**config.mk**
```make
export PLATFORM = sky130hd
export DESIGN_NAME = csr_sequencer_flat
export DESIGN_NICKNAME = d
export VERILOG_FILES = /design/src/rtl/csr_sequencer_if.sv /design/src/rtl/csr_sequencer.sv /design/src/flat_wrapper.sv
export SDC_FILE = /design/constraint.sdc
export NUM_CORES = 1
export LEC_CHECK = 0
export ABC_AREA = 1
export CAP_MARGIN = 20
export CORE_MARGIN = 2
export CORE_UTILIZATION = 35
export DETAILED_ROUTE_END_ITERATION = 10
export PLACE_DENSITY = 0.74
export SYNTH_ARGS = -nofsm -noshare
export SYNTH_HDL_FRONTEND = slang
export SYNTH_SLANG_ARGS = --single-unit
```
**constraint.sdc**
```tcl
create_clock -name i_clk -period 3.5 [get_ports i_clk]
set_input_delay 1.05 -clock i_clk [delete_from_list [all_inputs] [get_ports i_clk]]
set_output_delay 1.05 -clock i_clk [all_outputs]
set_load 0.1 [all_outputs]
```
**src/rtl/csr_sequencer_if.sv**
```systemverilog
// ---------------------------------------------------------------------------
// csr_sequencer_if
// Purpose : groups the instruction-side request, the CSR-file bus and the
//           completion/write-back signals of csr_sequencer into one bundle.
// Modports:
//   master - the sequencer (drives strobes, CSR bus, completion outputs)
//   slave  - the environment (issues requests, models the CSR file)
// Signals :
//   request   : start, funct3, csr_sel, rs1_val, zimm, rs1_idx, rd_idx,
//               is_ecall, is_ebreak, is_mret, pc
//   CSR file  : csr_out, invalid (in); csr_addr, bus, addr, read, write,
//               trap, ret, write_type, trap_cause (out)
//   status    : busy, done, rd_we, rd_data, redirect, redirect_pc (out)
// ---------------------------------------------------------------------------
interface csr_sequencer_if;
  logic        start;
  logic [2:0]  funct3;
  logic [11:0] csr_sel;
  logic [31:0] rs1_val;
  logic [4:0]  zimm;
  logic [4:0]  rs1_idx;
  logic [4:0]  rd_idx;
  logic        is_ecall;
  logic        is_ebreak;
  logic        is_mret;
  logic [31:0] pc;
  logic [31:0] csr_out;
  logic        invalid;

  logic [11:0] csr_addr;
  logic [31:0] bus;
  logic [31:0] addr;
  logic        read;
  logic        write;
  logic        trap;
  logic        ret;
  logic [1:0]  write_type;
  logic [4:0]  trap_cause;
  logic        busy;
  logic        done;
  logic        rd_we;
  logic [31:0] rd_data;
  logic        redirect;
  logic [31:0] redirect_pc;

  modport master (
    input  start, funct3, csr_sel, rs1_val, zimm, rs1_idx, rd_idx,
           is_ecall, is_ebreak, is_mret, pc, csr_out, invalid,
    output csr_addr, bus, addr, read, write, trap, ret, write_type,
           trap_cause, busy, done, rd_we, rd_data, redirect, redirect_pc
  );

  modport slave (
    output start, funct3, csr_sel, rs1_val, zimm, rs1_idx, rd_idx,
           is_ecall, is_ebreak, is_mret, pc, csr_out, invalid,
    input  csr_addr, bus, addr, read, write, trap, ret, write_type,
           trap_cause, busy, done, rd_we, rd_data, redirect, redirect_pc
  );
endinterface

```
**src/rtl/csr_sequencer.sv**
```systemverilog
// ---------------------------------------------------------------------------
// csr_sequencer
// Purpose : sequences a RISC-V SYSTEM instruction (CSRRW/RS/RC and their
//           immediate forms, ecall, ebreak, mret) against a CSR file:
//           read old value, optionally write, or raise a trap / return,
//           then report completion with register write-back or PC redirect.
// Ports   :
//   i_clk   - clock, all state changes on the rising edge
//   i_rst_n - synchronous active-low reset
//   cif     - csr_sequencer_if.master (request, CSR bus, status)
// Build option:
//   CSR_RO_CHECK_EN - when defined, a write aimed at a read-only CSR
//                     (csr_sel[11:10] == 2'b11) becomes an illegal-
//                     instruction trap (cause 2) instead of a write.
//
// state   | meaning
// --------+-----------------------------------------------------------
// S_IDLE  | waiting for start; all outputs 0
// S_READ  | read strobe, old CSR value captured
// S_WRITE | write strobe with write_type and write data on bus
// S_TRAP  | trap strobe, pc on bus/addr, cause on trap_cause
// S_RET   | ret strobe (mret)
// S_DONE  | one-cycle completion: rd write-back or redirect
// ---------------------------------------------------------------------------
module csr_sequencer (
  input  logic             i_clk,
  input  logic             i_rst_n,
  csr_sequencer_if.master  cif
);

  typedef enum logic [2:0] {
    S_IDLE  = 3'd0,
    S_READ  = 3'd1,
    S_WRITE = 3'd2,
    S_TRAP  = 3'd3,
    S_RET   = 3'd4,
    S_DONE  = 3'd5
  } state_t;

  localparam logic [11:0] MEPC_ADDR    = 12'h341;
  localparam logic [4:0]  CAUSE_ILLEG  = 5'd2;
  localparam logic [4:0]  CAUSE_BRK    = 5'd3;
  localparam logic [4:0]  CAUSE_ECALL  = 5'd11;
  localparam logic [31:0] TRAP_VECTOR  = 32'h0000_0004;

  state_t      r_state;
  state_t      w_next;

  logic [2:0]  r_funct3;
  logic [11:0] r_csr_sel;
  logic [31:0] r_rs1_val;
  logic [4:0]  r_zimm;
  logic [4:0]  r_rs1_idx;
  logic [4:0]  r_rd_idx;
  logic [31:0] r_pc;
  logic        r_mret;
  logic        r_trapped;
  logic [4:0]  r_cause;
  logic [31:0] r_old_val;

  logic        w_accept;
  logic        w_load_cause;
  logic [4:0]  w_cause;
  logic        w_no_write;
  logic        w_ro_block;
  logic        w_priv;

  assign w_accept = (r_state == S_IDLE) && cif.start;
  assign w_priv   = (cif.funct3[1:0] == 2'b00);

  // RS/RC with a zero source never modify the CSR, so the write is skipped.
  assign w_no_write = (r_funct3[1:0] != 2'b01) &&
                      (r_funct3[2] ? (r_zimm == 5'd0) : (r_rs1_idx == 5'd0));

`ifdef CSR_RO_CHECK_EN
  assign w_ro_block = (r_csr_sel[11:10] == 2'b11);
`else
  assign w_ro_block = 1'b0;
`endif

  // state and operand registers
  always_ff @(posedge i_clk) begin
    if (!i_rst_n) begin
      r_state   <= S_IDLE;
      r_funct3  <= 3'd0;
      r_csr_sel <= 12'd0;
      r_rs1_val <= 32'd0;
      r_zimm    <= 5'd0;
      r_rs1_idx <= 5'd0;
      r_rd_idx  <= 5'd0;
      r_pc      <= 32'd0;
      r_mret    <= 1'b0;
      r_trapped <= 1'b0;
      r_cause   <= 5'd0;
      r_old_val <= 32'd0;
    end else begin
      r_state <= w_next;
      if (w_accept) begin
        r_funct3  <= cif.funct3;
        r_csr_sel <= cif.csr_sel;
        r_rs1_val <= cif.rs1_val;
        r_zimm    <= cif.zimm;
        r_rs1_idx <= cif.rs1_idx;
        r_rd_idx  <= cif.rd_idx;
        r_pc      <= cif.pc;
        r_mret    <= w_priv && !cif.is_ecall && !cif.is_ebreak && cif.is_mret;
        r_trapped <= 1'b0;
        r_cause   <= 5'd0;
      end
      // later assignment wins, so a trap decided at acceptance sticks
      if (w_load_cause) begin
        r_cause   <= w_cause;
        r_trapped <= 1'b1;
      end
      if (r_state == S_READ) begin
        r_old_val <= cif.csr_out;
      end
    end
  end

  // next state and outputs
  always_comb begin
    w_next          = r_state;
    w_load_cause    = 1'b0;
    w_cause         = 5'd0;
    cif.csr_addr    = 12'd0;
    cif.bus         = 32'd0;
    cif.addr        = 32'd0;
    cif.read        = 1'b0;
    cif.write       = 1'b0;
    cif.trap        = 1'b0;
    cif.ret         = 1'b0;
    cif.write_type  = 2'd0;
    cif.trap_cause  = 5'd0;
    cif.busy        = (r_state != S_IDLE);
    cif.done        = 1'b0;
    cif.rd_we       = 1'b0;
    cif.rd_data     = 32'd0;
    cif.redirect    = 1'b0;
    cif.redirect_pc = 32'd0;

    case (r_state)
      S_IDLE: begin
        if (cif.start) begin
          if (w_priv) begin
            if (cif.is_ecall) begin
              w_next       = S_TRAP;
              w_load_cause = 1'b1;
              w_cause      = CAUSE_ECALL;
            end else if (cif.is_ebreak) begin
              w_next       = S_TRAP;
              w_load_cause = 1'b1;
              w_cause      = CAUSE_BRK;
            end else if (cif.is_mret) begin
              w_next = S_READ;
            end else begin
              w_next       = S_TRAP;
              w_load_cause = 1'b1;
              w_cause      = CAUSE_ILLEG;
            end
          end else begin
            w_next = S_READ;
          end
        end
      end

      S_READ: begin
        cif.read     = 1'b1;
        cif.csr_addr = r_mret ? MEPC_ADDR : r_csr_sel;
        if (cif.invalid) begin
          w_next       = S_TRAP;
          w_load_cause = 1'b1;
          w_cause      = CAUSE_ILLEG;
        end else if (r_mret) begin
          w_next = S_RET;
        end else if (w_no_write) begin
          w_next = S_DONE;
        end else if (w_ro_block) begin
          w_next       = S_TRAP;
          w_load_cause = 1'b1;
          w_cause      = CAUSE_ILLEG;
        end else begin
          w_next = S_WRITE;
        end
      end

      S_WRITE: begin
        cif.write      = 1'b1;
        cif.csr_addr   = r_csr_sel;
        cif.write_type = r_funct3[1:0];
        cif.bus        = r_funct3[2] ? {27'd0, r_zimm} : r_rs1_val;
        w_next         = S_DONE;
      end

      S_TRAP: begin
        cif.trap       = 1'b1;
        cif.bus        = r_pc;
        cif.addr       = r_pc;
        cif.trap_cause = r_cause;
        w_next         = S_DONE;
      end

      S_RET: begin
        cif.ret = 1'b1;
        w_next  = S_DONE;
      end

      S_DONE: begin
        cif.done = 1'b1;
        if (r_trapped) begin
          cif.redirect    = 1'b1;
          cif.redirect_pc = TRAP_VECTOR;
        end else if (r_mret) begin
          cif.redirect    = 1'b1;
          cif.redirect_pc = r_old_val;
        end else begin
          cif.rd_we   = (r_rd_idx != 5'd0);
          cif.rd_data = r_old_val;
        end
        w_next = S_IDLE;
      end

      default: begin
        w_next = S_IDLE;
      end
    endcase
  end

endmodule

```
**src/flat_wrapper.sv**
```systemverilog
// flat-port wrapper written by rule: the top's interface ports become plain ports
module csr_sequencer_flat 
  (i_clk, i_rst_n, cif_start, cif_funct3, cif_csr_sel, cif_rs1_val, cif_zimm, cif_rs1_idx, cif_rd_idx, cif_is_ecall, cif_is_ebreak, cif_is_mret, cif_pc, cif_csr_out, cif_invalid, cif_csr_addr, cif_bus, cif_addr, cif_read, cif_write, cif_trap, cif_ret, cif_write_type, cif_trap_cause, cif_busy, cif_done, cif_rd_we, cif_rd_data, cif_redirect, cif_redirect_pc);
  csr_sequencer_if cif_i ();
  input  logic i_clk;
  input  logic i_rst_n;
  input wire logic [$bits(cif_i.start)-1:0] cif_start;
  input wire logic [$bits(cif_i.funct3)-1:0] cif_funct3;
  input wire logic [$bits(cif_i.csr_sel)-1:0] cif_csr_sel;
  input wire logic [$bits(cif_i.rs1_val)-1:0] cif_rs1_val;
  input wire logic [$bits(cif_i.zimm)-1:0] cif_zimm;
  input wire logic [$bits(cif_i.rs1_idx)-1:0] cif_rs1_idx;
  input wire logic [$bits(cif_i.rd_idx)-1:0] cif_rd_idx;
  input wire logic [$bits(cif_i.is_ecall)-1:0] cif_is_ecall;
  input wire logic [$bits(cif_i.is_ebreak)-1:0] cif_is_ebreak;
  input wire logic [$bits(cif_i.is_mret)-1:0] cif_is_mret;
  input wire logic [$bits(cif_i.pc)-1:0] cif_pc;
  input wire logic [$bits(cif_i.csr_out)-1:0] cif_csr_out;
  input wire logic [$bits(cif_i.invalid)-1:0] cif_invalid;
  output wire logic [$bits(cif_i.csr_addr)-1:0] cif_csr_addr;
  output wire logic [$bits(cif_i.bus)-1:0] cif_bus;
  output wire logic [$bits(cif_i.addr)-1:0] cif_addr;
  output wire logic [$bits(cif_i.read)-1:0] cif_read;
  output wire logic [$bits(cif_i.write)-1:0] cif_write;
  output wire logic [$bits(cif_i.trap)-1:0] cif_trap;
  output wire logic [$bits(cif_i.ret)-1:0] cif_ret;
  output wire logic [$bits(cif_i.write_type)-1:0] cif_write_type;
  output wire logic [$bits(cif_i.trap_cause)-1:0] cif_trap_cause;
  output wire logic [$bits(cif_i.busy)-1:0] cif_busy;
  output wire logic [$bits(cif_i.done)-1:0] cif_done;
  output wire logic [$bits(cif_i.rd_we)-1:0] cif_rd_we;
  output wire logic [$bits(cif_i.rd_data)-1:0] cif_rd_data;
  output wire logic [$bits(cif_i.redirect)-1:0] cif_redirect;
  output wire logic [$bits(cif_i.redirect_pc)-1:0] cif_redirect_pc;
  assign cif_i.start = cif_start;
  assign cif_i.funct3 = cif_funct3;
  assign cif_i.csr_sel = cif_csr_sel;
  assign cif_i.rs1_val = cif_rs1_val;
  assign cif_i.zimm = cif_zimm;
  assign cif_i.rs1_idx = cif_rs1_idx;
  assign cif_i.rd_idx = cif_rd_idx;
  assign cif_i.is_ecall = cif_is_ecall;
  assign cif_i.is_ebreak = cif_is_ebreak;
  assign cif_i.is_mret = cif_is_mret;
  assign cif_i.pc = cif_pc;
  assign cif_i.csr_out = cif_csr_out;
  assign cif_i.invalid = cif_invalid;
  assign cif_csr_addr = cif_i.csr_addr;
  assign cif_bus = cif_i.bus;
  assign cif_addr = cif_i.addr;
  assign cif_read = cif_i.read;
  assign cif_write = cif_i.write;
  assign cif_trap = cif_i.trap;
  assign cif_ret = cif_i.ret;
  assign cif_write_type = cif_i.write_type;
  assign cif_trap_cause = cif_i.trap_cause;
  assign cif_busy = cif_i.busy;
  assign cif_done = cif_i.done;
  assign cif_rd_we = cif_i.rd_we;
  assign cif_rd_data = cif_i.rd_data;
  assign cif_redirect = cif_i.redirect;
  assign cif_redirect_pc = cif_i.redirect_pc;
  csr_sequencer u_core (.i_clk(i_clk), .i_rst_n(i_rst_n), .cif(cif_i));
endmodule
```
## Word level (Yosys, flattened, before mapping)

Index checks and enable logic that the tools add are counted.

- Register bits: 136
- Output and inout port bits: 155
- Input bits: 133
- Logic and storage cells: 86

- Equal/unequal tests: 7
- Reductions and logical operators: 15
- Mux-type cells: 52

Operators by type and width:

| cell | number |
|---|---|
| two-way mux 32 bit | 8 |
| case mux 32 bit (2 select lines) | 1 |
| two-way mux 5 bit | 7 |
| case mux 12 bit (2 select lines) | 1 |
| two-way mux 3 bit | 7 |
| two-way mux 1 bit | 20 |
| two-way mux 12 bit | 1 |
| zero test 5 bit | 2 |
| case mux 5 bit (2 select lines) | 1 |
| case mux 3 bit (3 select lines) | 1 |
| two-way mux 2 bit | 4 |
| == test 3 x 2 -> 1 bit, second input constant | 2 |
| == test 3 bit, second input constant | 2 |
| logical AND 1 bit | 5 |
| nonzero test 5 bit | 1 |
| == test 3 x 1 -> 1 bit, second input constant | 1 |
| zero test 3 bit | 1 |
| nonzero test 3 bit | 1 |
| OR reduction 3 bit | 1 |
| zero test 1 bit | 2 |
| zero test 2 bit | 1 |
| inequality test 2 x 1 -> 1 bit, second input constant | 1 |
| inequality test 2 bit, second input constant | 1 |
| case mux 1 bit (2 select lines) | 1 |
| nonzero test 2 bit | 1 |

## Depth between registers and ports, before layout

Gate-level depths: netlist (run 1).

- Depth after elaboration: 7
- Mapped depth: 10
- Depth with buffers taken out: 9

## Worst setup path before layout (run 1)

OpenSTA, ideal clock, no wires.

- Path type: reg-to-output
- Start point: reg u_core.r_state[2]
- End point: out cif_csr_addr[0]
- Buffers on the path: 1
- Stages on the path, launching flop included: 7
- Setup slack: -1.392 ns
- Required time: 2.450 ns
- Arrival time: 3.842 ns
- Path through: dfxtp_1 nor3_4 inv_2 buf_6 nand2_1 inv_1 o21ai_0

- Word-level cells in the longest chain between the ends: 2
- Elaborated cells between the ends (all ways): 3
- Those cells by class: eq/ne: 2; mux: 1

Ends and longest elaborated chain:

| what | RTL line | text |
|---|---|---|
| start: declaration | csr_sequencer.sv:46 | `state_t r_state;` |
| start signal: assignment | csr_sequencer.sv:97 | `r_state <= w_next;` |
| == test 3 x 2 -> 1 bit or == test 3 x 1 -> 1 bit (tied branches) | csr_sequencer.sv:142 | `case (r_state)` |
| case mux 12 bit (2 select lines) (*) | csr_sequencer.sv:142 |  |
| end: declaration | flat_wrapper.sv:20 | `output wire logic [$bits(cif_i.csr_addr)-1:0] cif_csr_addr;` |

Every way passes the cells marked *; elsewhere a longest branch is shown, timed or not.

## Worst setup path in the final report (run 1)

- Start point: reg u_core.r_state[0]
- End point: out cif_csr_addr[0]

Same word-level chain as after synthesis.

==> results.py, run 1 <==
metrics = {
    "status": {
        "status": "completed",
    },
    "timing": {
        "drv_slew": 0,
        "worst_pin_slew_ns": 0.876,
        "min_period_ns": 3.29,
        "rsz0062_at_grt": "false",
        "skew_ns": 0.00810,
        "finalCritPeriodShare": 0.939,
        "maxSlewHeadroom": 0.416,
        "finalHoldViolations": 0,
        "finalSetupViolCount": 0,
        "max_freq_mhz": 304,
    },
    "worst_setup_path": {
        "path_max_fanout": 65,
        "start_kind": "register",
        "crit_type": "register to primary output",
        "worstPathArrival_ns": 2.24,
        "worstPathRequired_ns": 2.45,
        "cp-end-kind": "primary output",
    },
    "floorplan": {
        "die_area_mm2": 0.0183,
        "initial_core_util": 0.353,
        "die_y_um": 135,
        "io_pins": 288,
        "design.core.area_mm2": 0.0171,
        "fp-row-count": 48,
        "die_w_um": 135,
    },
    "yosys": {
        "ys_ff_latch": 134,
        "synth.avg_cell_area_um2": 7.41,
        "synth-edff-count": 0,
        "postSynthCellCount": 816,
        "yosysWarnings": 0,
        "synthArstFlopShare": 0,
        "ys_seq_area_frac": 0.444,
        "yosysUniqueCellTypes": 29,
        "netlist_area_mm2": 0.00604,
        "synthFlopType": "dfxtp_1",
    },
    "job": {
        "cap_violations": 0,
    },
    "layout": {
        "nets": 1207,
        "antenna-diode-count": 0,
        "regArea_mm2": 0.00269,
        "layout_commonest_cell": "buf_12",
        "layout.cells.non_filler": 1311,
        "final_cell_mix": "154 x buf_12, 134 x a21oi_1, 131 x clkdlybuf4s50_1, 131 x dfxtp_1, 125 x inv_1",
        "design_area_mm2": 0.0121,
        "multi_input_area_mm2": 0.00343,
        "drive_gt1_frac": 0.340,
        "fillers": 1206,
        "syn_to_final_growth_pct": 99.8,
    },
    "clock_tree": {
        "clk_path_buf_depth": 2,
        "clkSlewWorstSetupHoldPaths_ns": 0.06,
        "cts_tree": "yes",
        "numCtsBuffers": 17,
        "root_buffer": "clkbuf_16",
        "insertion_delay_ns": 0.41,
        "cts.sinks": 134,
        "cts_hold_buf": 0,
        "htreeDepth": 4,
    },
    "global_routing": {
        "grt_max_degree": 69,
        "grt_pass1_wl_mm": 33.8,
        "grt_usage": 0.238,
        "grt_pass1_vias": 6239,
        "gr-total-overflow": 0,
        "antenna_found_initial": 0,
    },
    "drt": {
        "wirelength_mm": 21.7,
        "via_count": 6491,
        "postRouteAntennaNets": 0,
        "drt-initial-drc-count": 302,
        "drc": 0,
        "routed_via_density": 4.95,
        "firstDrtPassIters": 5,
        "wl_per_cell_um": 16.6,
    },
    "power_and_ir_drop": {
        "peakVddDrop_uv": 440,
        "p_leak_nw": 4.66,
        "p_per_area_mw_per_mm2": 660,
    },
    "placement": {
        "gp_congestion": 0.861,
        "placed_cells": 1280,
        "io_buffer_count": 285,
        "dpl.hpwl_mm": 16.3,
        "dpl_cell_area_mm2": 0.0114,
    },
    "worst_hold_path": {
        "min_path_type": "register to register",
    },
}
==> flip-flops by register name, indices dropped and copies added (netlist names), 5 cells and up <==
| signal | count |
|---|---|
| u_core.r_csr_sel | 12 |
| u_core.r_old_val | 32 |
| u_core.r_pc | 32 |
| u_core.r_rd_idx | 5 |
| u_core.r_rs1_idx | 5 |
| u_core.r_rs1_val | 32 |
| u_core.r_zimm | 5 |
==> layout make-up <==
class                           instances  share of cell area
Timing Repair Buffer                  302               0.375
Sequential cell                       134               0.223
Clock inverter                          6             0.00922
Multi-Input combinational cell        485               0.284
Inverter                              134              0.0423
Clock buffer                           25              0.0436
Tap cell                              225              0.0233
==> timing repair <==
| action | in CTS | in global routing |
|---|---|---|
| endpoints found under the setup margin | 2 | 0 |
| buffers inserted | 0 | 0 |
| gates resized for setup | 1 | 0 |
==> logic make-up (layout without fill, tap and decap cells) <==
| group | count (synthesis) | in the layout | share of synthesized area |
|---|---|---|---|
| flops | 134 | 134 | 0.444 |
| simple gates | 189 | 189 | 0.136 |
| compound gates | 294 | 294 | 0.264 |
| buf+inv | 198 | 467 | 0.156 |
| other cells | 1 | 2 | 0.000621 |
==> metal layers <==
layer	GRT usage	wire length (um)	up-vias
li1	-	-	3205
met3	0.0632	1390	50
met5	0	0	-
met4	0.114	893	0
met1	0.281	8540	3007
met2	0.402	10900	229
==> cells in the mapped netlist (4+ instances only) <==
cell        n  area (um2)
a21oi_1   134         671
dfxtp_1   134        2680
o32ai_1    28         245
buf_6      20         225
clkbuf_1   26        97.6
buf_4       4        30.0
o21ai_0   121         606
inv_2       8        30.0
nor3_1     32         160
nor2_1     91         342
nand3_1     4        20.0
inv_1     125         469
nand2_1    51         191
buf_2      13        65.1
o22ai_1     4        25.0
==> stage by stage <==
| step | total power [mW] | hold slack [ns] | worst slack [ns] | utilization | setup TNS, ns |
|---|---|---|---|---|---|
| after floorplan | 5.19 | 0.430 | -0.239 | - | -3.57 |
| after global placement | 6.01 | 0.440 | 0.522 | 0.668 | 0 |
| after detailed placement | 6.11 | 0.446 | 0.452 | 0.668 | 0 |
| after CTS | 8.04 | 0.459 | 0.170 | 0.705 | 0 |
| after global routing | 8.39 | 0.481 | 0.0562 | 0.705 | 0 |
| final | 7.97 | 0.455 | 0.212 | 0.705 | 0 |
==> where the power goes <==
| group | switching [mW] | internal [mW] |
|---|---|---|
| Clock | 0.646 | 1.26 |
| Combinational | 2.72 | 1.09 |
| Sequential | 0.194 | 2.07 |
==> critical path: stages (launching register included) <==
cell,delay (ns)
dfxtp_2,0.34
inv_4,0.07
nor3_4,0.36
inv_2,0.07
buf_4,0.31
nand2_1,0.13
inv_1,0.14
o21ai_2,0.20
buf_12,0.19
==> worst paths after layout <==
path,start,to,slack [ns],cells after the start
worst min-delay path,u_core.r_rs1_val[2],u_core.r_rs1_val[2],0.46,2
worst max-delay path,u_core.r_state[0],cif_csr_addr[0],0.21,8
worst max register to register,u_core.r_state[1],u_core.r_rs1_val[22],1.65,7
worst min register to register,u_core.r_rs1_val[2],u_core.r_rs1_val[2],0.46,2
(Power assumes the default switching activity.)
==> inputs of run 2 (changes only) <==
REMOVE_ABC_BUFFERS = 1   (was not set)
==> results.py, run 2 (same netlist as run 1, synthesis figures left out) <==
metrics = {
    "status": {
        "status": "completed",
    },
    "timing": {
        "min_period_ns": 3.36,
        "max_freq_mhz": 298,
        "finalCritPeriodShare": 0.959,
        "rsz0062_at_grt": "false",
        "worst_pin_slew_ns": 0.735,
        "finalHoldViolations": 0,
        "fin_ws_ns": 0.144,
        "holdWs_ns": 0.452,
        "drv_slew": 0,
        "skew_ns": 0.00564,
        "finalSetupViolCount": 0,
        "maxSlewHeadroom": 0.510,
    },
    "power_and_ir_drop": {
        "p_total_mw": 7.32,
        "peakVddDrop_uv": 658,
        "p_per_area_mw_per_mm2": 669,
        "p_leak_nw": 4.11,
    },
    "worst_setup_path": {
        "worstPathRequired_ns": 2.45,
        "start_kind": "register",
        "path_max_fanout": 19,
        "cp-end-kind": "primary output",
        "crit_type": "register to primary output",
        "worstPathArrival_ns": 2.31,
    },
    "clock_tree": {
        "post-cts-setup-buffers": 0,
        "htreeDepth": 4,
        "post_cts_resized": 1,
        "insertion_delay_ns": 0.42,
        "numCtsBuffers": 17,
        "cts_tree": "yes",
        "cts_hold_buf": 0,
        "root_buffer": "clkbuf_16",
        "clkSlewWorstSetupHoldPaths_ns": 0.06,
        "cts.sinks": 134,
        "clk_path_buf_depth": 2,
    },
    "layout": {
        "final_cell_mix": "151 x buf_12, 134 x a21oi_1, 134 x dfxtp_1, 131 x clkdlybuf4s50_1, 125 x inv_1",
        "layout_commonest_cell": "buf_12",
        "syn_to_final_growth_pct": 80.9,
        "nets": 1205,
        "antenna-diode-count": 0,
        "drive_gt1_frac": 0.202,
        "top_regs": "u_core.r_old_val x32, u_core.r_pc x32, u_core.r_rs1_val x32",
        "layout.cells.non_filler": 1310,
    },
    "global_routing": {
        "grt_pass1_vias": 6096,
        "grt_max_degree": 68,
        "antenna_found_initial": 0,
        "grt_usage": 0.226,
        "gr-total-overflow": 0,
        "grt_pass1_wl_mm": 32.2,
    },
    "placement": {
        "io_buffer_count": 285,
        "gp_congestion": 0.830,
        "post-place-ws_ns": 0.408,
        "dpl.hpwl_mm": 15.1,
        "placed_cells": 1278,
    },
    "floorplan": {
        "die_w_um": 135,
        "initial_core_util": 0.353,
        "fp-row-count": 48,
        "die_y_um": 135,
        "design.core.area_mm2": 0.0171,
        "io_pins": 288,
        "die_area_mm2": 0.0183,
    },
    "job": {
        "cap_violations": 0,
    },
    "worst_hold_path": {
        "min_path_type": "register to register",
    },
    "drt": {
        "wirelength_mm": 20.9,
        "drc": 0,
        "postRouteAntennaNets": 0,
        "drt-initial-drc-count": 313,
        "wl_per_cell_um": 16.0,
        "routed_via_density": 4.85,
        "firstDrtPassIters": 6,
        "via_count": 6356,
    },
}
-- run 2: layout make-up --
cell class,count,area [um2]
Fill cell,1393,6180
Timing Repair Buffer,300,4470
Sequential cell,134,2680
Multi-Input combinational cell,485,2430
Inverter,134,503
Clock buffer,21,470
Tap cell,225,282
Clock inverter,11,100
-- run 2: routing by layer --
metal / global-route usage / vias up / share of wire
met1: 0.279 / 2933 / 0.42
met5: 0 / - / 0
met4: 0.108 / 0 / 0.033
met3: 0.0441 / 49 / 0.040
li1: - / 3194 / -
met2: 0.378 / 180 / 0.51
-- run 2: power by group --
| group | internal (mW) | switching, mW | leakage (nW) |
|---|---|---|---|
| logic | 1.02 | 2.34 | 2.73 |
| registers | 2.06 | 0.171 | 1.11 |
| clock network | 1.03 | 0.695 | 0.279 |
| total | 4.11 | 3.21 | 4.11 |
-- run 2: through the flow --
| stage | instance area, um2 | util | setup TNS (ns) |
|---|---|---|---|
| after floorplan | 5610 | - | -181.24 |
| after global placement | 10400 | 0.605 | 0 |
| final | 10900 | 0.639 | 0 |
| after detailed placement | 10400 | 0.605 | 0 |
| after global routing | 10900 | 0.639 | 0 |
| after CTS | 10900 | 0.639 | 0 |
-- run 2: worst paths after layout --
check                  startpoint                   end  cells past startpoint  slack [ns]
max             u_core.r_state[1]           cif_bus[11]                      6        0.14
max reg2reg     u_core.r_state[2]   u_core.r_old_val[7]                      5        1.69
min          u_core.r_rs1_val[16]  u_core.r_rs1_val[16]                      2        0.45
min reg2reg  u_core.r_rs1_val[16]  u_core.r_rs1_val[16]                      2        0.45
-- run 2: worst max-delay path, cell delays in order, from the launching register on --
cell     delay [ns]
dfxtp_1        0.45
inv_2          0.11
nor2_4         0.16
nand2_4        0.22
buf_4          0.26
o32ai_1        0.43
buf_12         0.24
